===== src/rtl/icache_assoc_pkg.sv =====
// Shared types and default geometry for the set-associative instruction cache.
// Imported by the refill FSM and the cache top.
package icache_assoc_pkg;

   localparam int ICACHE_WAYS       = 2;
   localparam int ICACHE_SETS       = 16;
   localparam int ICACHE_LINE_WORDS = 4;
   localparam int ADDR_WIDTH        = 32;
   localparam int INST_WIDTH        = 32;

   typedef enum logic [1:0] {
      ST_IDLE   = 2'd0,
      ST_REFILL = 2'd1,
      ST_FILL   = 2'd2
   } refill_state_e;

   // Index width that stays at least one bit wide for degenerate sizes.
   function automatic int min1_clog2(input int n);
      return (n > 1) ? $clog2(n) : 1;
   endfunction

endpackage


===== src/rtl/icache_refill_fsm.sv =====
// Line refill engine: walks one cache line word-by-word from memctrl into a
// line buffer, then raises a one-cycle fill strobe unless a flush aborted it.
module icache_refill_fsm
   import icache_assoc_pkg::*;
#(
   parameter int LINE_WORDS = ICACHE_LINE_WORDS,
   parameter int ADDR_W     = ADDR_WIDTH,
   parameter int INST_W     = INST_WIDTH
) (
   input  logic                             clk,
   input  logic                             rst_n,
   input  logic                             i_rdy,
   input  logic                             i_start,
   input  logic [ADDR_W-1:0]                i_base,
   input  logic                             i_flush,
   input  logic                             i_mem_valid,
   input  logic [INST_W-1:0]                i_mem_data,
   output refill_state_e                    o_state,
   output logic                             o_mem_req,
   output logic [ADDR_W-1:0]                o_mem_addr,
   output logic [LINE_WORDS-1:0][INST_W-1:0] o_line,
   output logic                             o_fill_we,
   output logic                             o_busy
);

   localparam int CNT_W = min1_clog2(LINE_WORDS);
   localparam logic [CNT_W-1:0] LAST_CNT = CNT_W'(LINE_WORDS - 1);

   refill_state_e                     r_state;
   refill_state_e                     w_next;
   logic [CNT_W-1:0]                  r_cnt;
   logic                              r_abort;
   logic [ADDR_W-1:0]                 r_base;
   logic [LINE_WORDS-1:0][INST_W-1:0] r_line;
   logic                              w_last_word;

   assign w_last_word = i_mem_valid && (r_cnt == LAST_CNT);

   always_comb begin
      w_next     = r_state;
      o_mem_req  = 1'b0;
      o_mem_addr = '0;
      o_fill_we  = 1'b0;
      case (r_state)
         ST_IDLE: begin
            if (i_start) w_next = ST_REFILL;
         end
         ST_REFILL: begin
            o_mem_req  = 1'b1;
            o_mem_addr = r_base + (ADDR_W'(r_cnt) << 2);
            if (w_last_word) w_next = ST_FILL;
         end
         ST_FILL: begin
            o_fill_we = !r_abort;
            w_next    = ST_IDLE;
         end
         default: w_next = ST_IDLE;
      endcase
   end

   always_ff @(posedge clk or negedge rst_n) begin
      if (!rst_n) begin
         r_state <= ST_IDLE;
         r_cnt   <= '0;
         r_abort <= 1'b0;
         r_base  <= '0;
      end else if (i_rdy) begin
         r_state <= w_next;
         case (r_state)
            ST_IDLE: begin
               if (i_start) begin
                  r_base  <= i_base;
                  r_cnt   <= '0;
                  r_abort <= 1'b0;
               end
            end
            ST_REFILL: begin
               // A flush mid-refill still drains the line so memctrl is never orphaned.
               if (i_flush) r_abort <= 1'b1;
               if (i_mem_valid) r_cnt <= w_last_word ? '0 : r_cnt + CNT_W'(1);
            end
            ST_FILL: r_abort <= 1'b0;
            default: r_abort <= 1'b0;
         endcase
      end
   end

   always_ff @(posedge clk) begin
      if (i_rdy && (r_state == ST_REFILL) && i_mem_valid) r_line[r_cnt] <= i_mem_data;
   end

   assign o_state = r_state;
   assign o_line  = r_line;
   assign o_busy  = (r_state != ST_IDLE);

endmodule


===== src/rtl/icache_assoc.sv =====
// Set-associative instruction cache: same-cycle hit path, per-set round-robin
// replacement, fence.i flush, and a line refill engine toward memctrl.
module icache_assoc
   import icache_assoc_pkg::*;
#(
   parameter int WAYS       = ICACHE_WAYS,
   parameter int SETS       = ICACHE_SETS,
   parameter int LINE_WORDS = ICACHE_LINE_WORDS,
   parameter int ADDR_W     = ADDR_WIDTH,
   parameter int INST_W     = INST_WIDTH
) (
   input  logic              clk,
   input  logic              rst_n_in,
   input  logic              rdy_in,
   input  logic              inst_en,
   input  logic [ADDR_W-1:0] next_PC,
   input  logic              flush,
   output logic              cache_rdy,
   output logic [INST_W-1:0] next_inst_out,
   output logic              mem_req,
   output logic [ADDR_W-1:0] mem_addr,
   input  logic              mem_valid,
   input  logic [INST_W-1:0] mem_data,
   output logic              busy
);

   localparam int OFF_W  = $clog2(LINE_WORDS);
   localparam int OFFS_W = min1_clog2(LINE_WORDS);
   localparam int IDX_W  = $clog2(SETS);
   localparam int TAG_W  = ADDR_W - 2 - OFF_W - IDX_W;
   localparam int WAY_W  = min1_clog2(WAYS);
   localparam logic [ADDR_W-1:0] OFF_MASK = ADDR_W'(LINE_WORDS * 4 - 1);

   typedef logic [LINE_WORDS-1:0][INST_W-1:0] line_t;

   logic [SETS-1:0][WAYS-1:0]  r_valid;
   logic [TAG_W-1:0]           r_tag  [SETS][WAYS];
   line_t                      r_data [SETS][WAYS];
   logic [SETS-1:0][WAY_W-1:0] r_rr;

   logic [IDX_W-1:0]  r_fill_idx;
   logic [TAG_W-1:0]  r_fill_tag;
   logic [WAY_W-1:0]  r_victim;

   logic [OFFS_W-1:0] w_off;
   logic [IDX_W-1:0]  w_idx;
   logic [TAG_W-1:0]  w_tag;
   logic [ADDR_W-1:0] w_base;
   logic              w_hit;
   logic [WAY_W-1:0]  w_hit_way;
   logic [WAY_W-1:0]  w_victim;
   logic              w_idle;
   logic              w_start;
   logic              w_fill_we;
   logic              w_install;
   refill_state_e     w_state;
   line_t             w_line;

   assign w_off  = next_PC[2 +: OFFS_W] & OFFS_W'(LINE_WORDS - 1);
   assign w_idx  = next_PC[OFF_W + 2 +: IDX_W];
   assign w_tag  = next_PC[ADDR_W-1 -: TAG_W];
   assign w_base = next_PC & ~OFF_MASK;

   // Descending scan so the lowest matching / lowest invalid way wins.
   always_comb begin
      w_hit     = 1'b0;
      w_hit_way = '0;
      w_victim  = r_rr[w_idx];
      for (int w = WAYS - 1; w >= 0; w--) begin
         if (r_valid[w_idx][w] && (r_tag[w_idx][w] == w_tag)) begin
            w_hit     = 1'b1;
            w_hit_way = WAY_W'(w);
         end
         if (!r_valid[w_idx][w]) w_victim = WAY_W'(w);
      end
   end

   assign w_idle        = (w_state == ST_IDLE);
   assign cache_rdy     = inst_en && w_idle && w_hit;
   assign next_inst_out = cache_rdy ? r_data[w_idx][w_hit_way][w_off] : '0;
   assign w_start       = inst_en && w_idle && !w_hit && !flush;
   assign w_install     = w_fill_we && !flush;

   icache_refill_fsm #(
      .LINE_WORDS (LINE_WORDS),
      .ADDR_W     (ADDR_W),
      .INST_W     (INST_W)
   ) u_refill (
      .clk         (clk),
      .rst_n       (rst_n_in),
      .i_rdy       (rdy_in),
      .i_start     (w_start),
      .i_base      (w_base),
      .i_flush     (flush),
      .i_mem_valid (mem_valid),
      .i_mem_data  (mem_data),
      .o_state     (w_state),
      .o_mem_req   (mem_req),
      .o_mem_addr  (mem_addr),
      .o_line      (w_line),
      .o_fill_we   (w_fill_we),
      .o_busy      (busy)
   );

   always_ff @(posedge clk or negedge rst_n_in) begin
      if (!rst_n_in) begin
         r_valid    <= '0;
         r_rr       <= '0;
         r_fill_idx <= '0;
         r_fill_tag <= '0;
         r_victim   <= '0;
      end else if (rdy_in) begin
         if (w_start) begin
            r_fill_idx <= w_idx;
            r_fill_tag <= w_tag;
            r_victim   <= w_victim;
         end
         if (flush) begin
            r_valid <= '0;
         end else if (w_install) begin
            r_valid[r_fill_idx][r_victim] <= 1'b1;
         end
         if (w_install) r_rr[r_fill_idx] <= (WAYS == 1) ? '0 : r_victim + WAY_W'(1);
      end
   end

   // Tag and data stay unreset so they can map onto RAM.
   always_ff @(posedge clk) begin
      if (rdy_in && w_install) begin
         r_tag[r_fill_idx][r_victim]  <= r_fill_tag;
         r_data[r_fill_idx][r_victim] <= w_line;
      end
   end

endmodule

===== config.mk =====
export PLATFORM = sky130hd
export DESIGN_NAME = icache_assoc
export DESIGN_NICKNAME = d
export VERILOG_FILES = /design/src/rtl/icache_assoc_pkg.sv /design/src/rtl/icache_refill_fsm.sv /design/src/rtl/icache_assoc.sv
export SDC_FILE = /design/constraint.sdc
export NUM_CORES = 2
export LEC_CHECK = 0
export CAP_MARGIN = 10
export CORE_MARGIN = 2
export CORE_UTILIZATION = 50
export CTS_CLUSTER_DIAMETER = 40
export DETAILED_ROUTE_END_ITERATION = 10
export DONT_BUFFER_PORTS = 1
export SYNTH_ARGS = -nofsm -noshare
export SYNTH_HDL_FRONTEND = slang
export SYNTH_MEMORY_MAX_BITS = 65536
export SYNTH_SLANG_ARGS = --single-unit

===== constraint.sdc =====
create_clock -name clk -period 14.6 [get_ports clk]
set_clock_uncertainty 0.05 [all_clocks]
set_input_delay 2.92 -clock clk [delete_from_list [all_inputs] [get_ports clk]]
set_output_delay 2.92 -clock clk [all_outputs]
set_load 0.05 [all_outputs]

==> metrics <==
area of the core=0.390 mm²; GRT overflow=0; starting density of the core=0.503; Cell Rows=229; Top FF cell, synth=sky130_fd_sc_hd__edfxtp_1; largest cells by area after synthesis=sky130_fd_sc_hd__edfxtp_1 77%, sky130_fd_sc_hd__mux4_2 16%, sky130_fd_sc_hd__dfrtp_1 1.4%; Resized cells post-CTS=0; kind of capture point of the worst setup path=output port; routed length per placed instance=35.8 µm; synthesized instance count=8432; final setup TNS=0 ps; mean post-synth cell area=23.2 µm²; Layout fillers=28118; area of the die=0.397 mm²; sequential cell area=0.153 mm²; list of most frequent post-synthesis cells=4992 x sky130_fd_sc_hd__edfxtp_1, 1388 x sky130_fd_sc_hd__mux4_2, 351 x sky130_fd_sc_hd__nand2_1, 213 x sky130_fd_sc_hd__mux2i_1, 184 x sky130_fd_sc_hd__clkbuf_1; slew at the pin with the worst max-slew slack=1980 ps; number of instances in the placed design=13372; cell area power density=152 mW/mm²; Post-DRT Antenna Nets=0; crit share post-route=0.852; CTS buffer count=612; share of flip-flops with an asynchronous set or reset=0.0216; data required time of the worst path=11630 ps; wire length of the first global-routing pass=729000 µm; buffer depth of the longest clock path=4; overall routed net length=519000 µm; startpoint kind of the worst setup timing path=input port; CP Max Fanout=544; portion of synthesized cell area occupied by the leading cell type=0.765; # DRC=0; RSZ-0062 raised after global routing=no; clock-pin slew of the registers on the worst-case setup and hold paths=50 ps; HP Start=r_rr[14]; proportion of synthesized chip area in sequential cells=0.779; 1st-pass router iterations=6; y dimension of the die=630 µm; result of the run=complete, but fails checks; Post-synth EDFFs=4992; Leak=71.5 nW; Power Total=33.9 mW; series of cell instances along the critical path=inv_8, mux2i_1, xnor2_1, o32ai_1, a21boi_0, and4_1, o2111ai_4, buf_12, mux2_2, a32o_1, a311oi_2, buf_4; most common cell in the netlist=sky130_fd_sc_hd__edfxtp_1; Hold Vio Cnt, Final=0; Port Buf Inserts=0; layout overhead on the synthesized area=14.0%; worst skew pair latency=1040 ps; IR drop worst, VDD=0.124 mV; Total Routing Usage GR=0.260; number of synthesized register bits=5102; Pins Over Slew Limit=218; pre-CTS setup slack=2270 ps; path type of the worst min-delay path=register to register; buffer type at the clock tree root=sky130_fd_sc_hd__clkbuf_16; violated checks=max-slew violations; worst setup path start=next_PC[6]; cell area after placement=0.203 mm²; Net count, final=8863; Hold-fix buffers, CTS=0; multi-input gate area in the final layout=0.0413 mm²; Setup violations, final=0; violation count after the first detailed-routing iteration=12207; setup slack of the critical path after layout=2170 ps; fraction of final layout cells sized beyond drive strength 1=0.290; number of global-route vias before repair=95531; vias per cell=6.46; setup bufs post-CTS=0; weighted congestion at the end of routability-driven global placement=0.750; maximum single-stage delay on the critical path=990 ps; Max Clk Rate=0.0804 GHz; maximum level of the CTS H-tree=6; WHS=420 ps; cell taking the most area after synthesis=sky130_fd_sc_hd__edfxtp_1; area of all placed cells without fillers=0.223 mm²; clock tree sinks=5102; Top-Level Pins=137; max-cap violations=0; Finished Layout Cells=14504; Post-Synthesis Cell Area=0.196 mm²; floorplan die width=630 µm; pin count of the biggest net entering global routing=545; worst slew margin relative to its limit=-0.321; routed vias=93669; Reg-to-Reg Start=r_tag[2][23]; dpl hpwl=238000 µm; arrival time at the worst endpoint=9460 ps; final core area utilization=0.573; critical-path cell with the highest stage delay=sky130_fd_sc_hd__inv_8; WS Path Type=input port to output port; clock period minus worst slack=12430 ps; number of unique standard cell types used by synthesis=73; antenna violations before repair=24; number of warnings reported in the yosys synthesis log=0; TritonCTS clock tree=built
==> placed cells by master (no fill, tap or decap), types with 51 or more instances in the layout <==
master / synthesis / layout
sky130_fd_sc_hd__edfxtp_1: 4992 / 4992
sky130_fd_sc_hd__inv_6: 0 / 56
sky130_fd_sc_hd__nor2b_1: 63 / 62
sky130_fd_sc_hd__mux2i_1: 213 / 213
sky130_fd_sc_hd__clkinvlp_4: 0 / 61
sky130_fd_sc_hd__bufinv_16: 0 / 71
sky130_fd_sc_hd__nand3_1: 54 / 54
sky130_fd_sc_hd__clkbuf_1: 184 / 84
sky130_fd_sc_hd__nand2_1: 351 / 351
sky130_fd_sc_hd__buf_4: 51 / 170
sky130_fd_sc_hd__dfrtp_1: 110 / 110
sky130_fd_sc_hd__mux4_2: 1388 / 1388
sky130_fd_sc_hd__o31ai_1: 51 / 51
sky130_fd_sc_hd__clkinv_2: 0 / 81
sky130_fd_sc_hd__clkinv_1: 3 / 61
sky130_fd_sc_hd__clkbuf_16: 0 / 629
==> registers in the layout, summed over array words and instances, names as in the netlist <==
| signal | flops |
|---|---|
| u_refill.r_abort | 1 |
| u_refill.o_line | 128 |
| r_valid | 32 |
| r_fill_tag | 24 |
| u_refill.r_cnt | 2 |
| r_data | 4096 |
| u_refill.o_state | 2 |
| u_refill.r_base | 28 |
| r_rr | 16 |
| r_victim | 1 |
| r_tag | 768 |
| r_fill_idx | 4 |
==> final cells by class <==
| class | count | area share |
|---|---|---|
| Multi-Input combinational cell | 2844 | 0.185 |
| Inverter | 20 | 0.000414 |
| Timing Repair Buffer | 209 | 0.00946 |
| Tap cell | 5197 | 0.0291 |
| Clock buffer | 718 | 0.0722 |
| Sequential cell | 5102 | 0.683 |
| Clock inverter | 403 | 0.0207 |
| Antenna cell | 11 | 0.000123 |
==> worst max-delay path, delay by kind of cell <==
kind,cells,cell delay [ps]
xor gates and xnor gates,1,230
AOI/OAI and AO/OA,5,2890
and+or+nand+nor,1,280
muxes,2,650
buffers and inverters,3,1790
==> worst paths after layout <==
check,end,slack [ps],cells after the start
max,next_inst_out[8],2170,12
min,r_rr[14],420,1
max reg2reg,r_fill_tag[6],9490,9
min reg2reg,r_rr[14],420,1
max in group asynchronous,r_rr[4],12650,0
min in group asynchronous,r_fill_tag[8],1550,0
==> cells by family after synthesis <==
logic type,after synthesis,synth area share
other cells,1,0.0000191
compound gates,374,0.0137
xor+xnor,53,0.00237
buf+inv,487,0.0119
mux,1651,0.173
fa+ha+maj,4,0.000255
flops,5102,0.779
simple gates,760,0.0194
==> routing by layer <==
layer | vias to the layer above | GRT usage | part of all wire
met3 | 758 | 0.0378 | 0.080
met1 | 51755 | 0.379 | 0.41
met4 | 6 | 0.0611 | 0.022
met5 | - | 0 | 0.000067
met2 | 4415 | 0.422 | 0.49
li1 | 36735 | - | -
==> where the power goes <==
part / internal, mW / switching (mW) / leakage (nW)
sequential: 16.6 / 0.534 / 46.4
combinational: 0.556 / 0.754 / 15.2
clock: 9.27 / 6.15 / 9.99
total: 26.4 / 7.44 / 71.5
(Power assumes the default switching activity.)
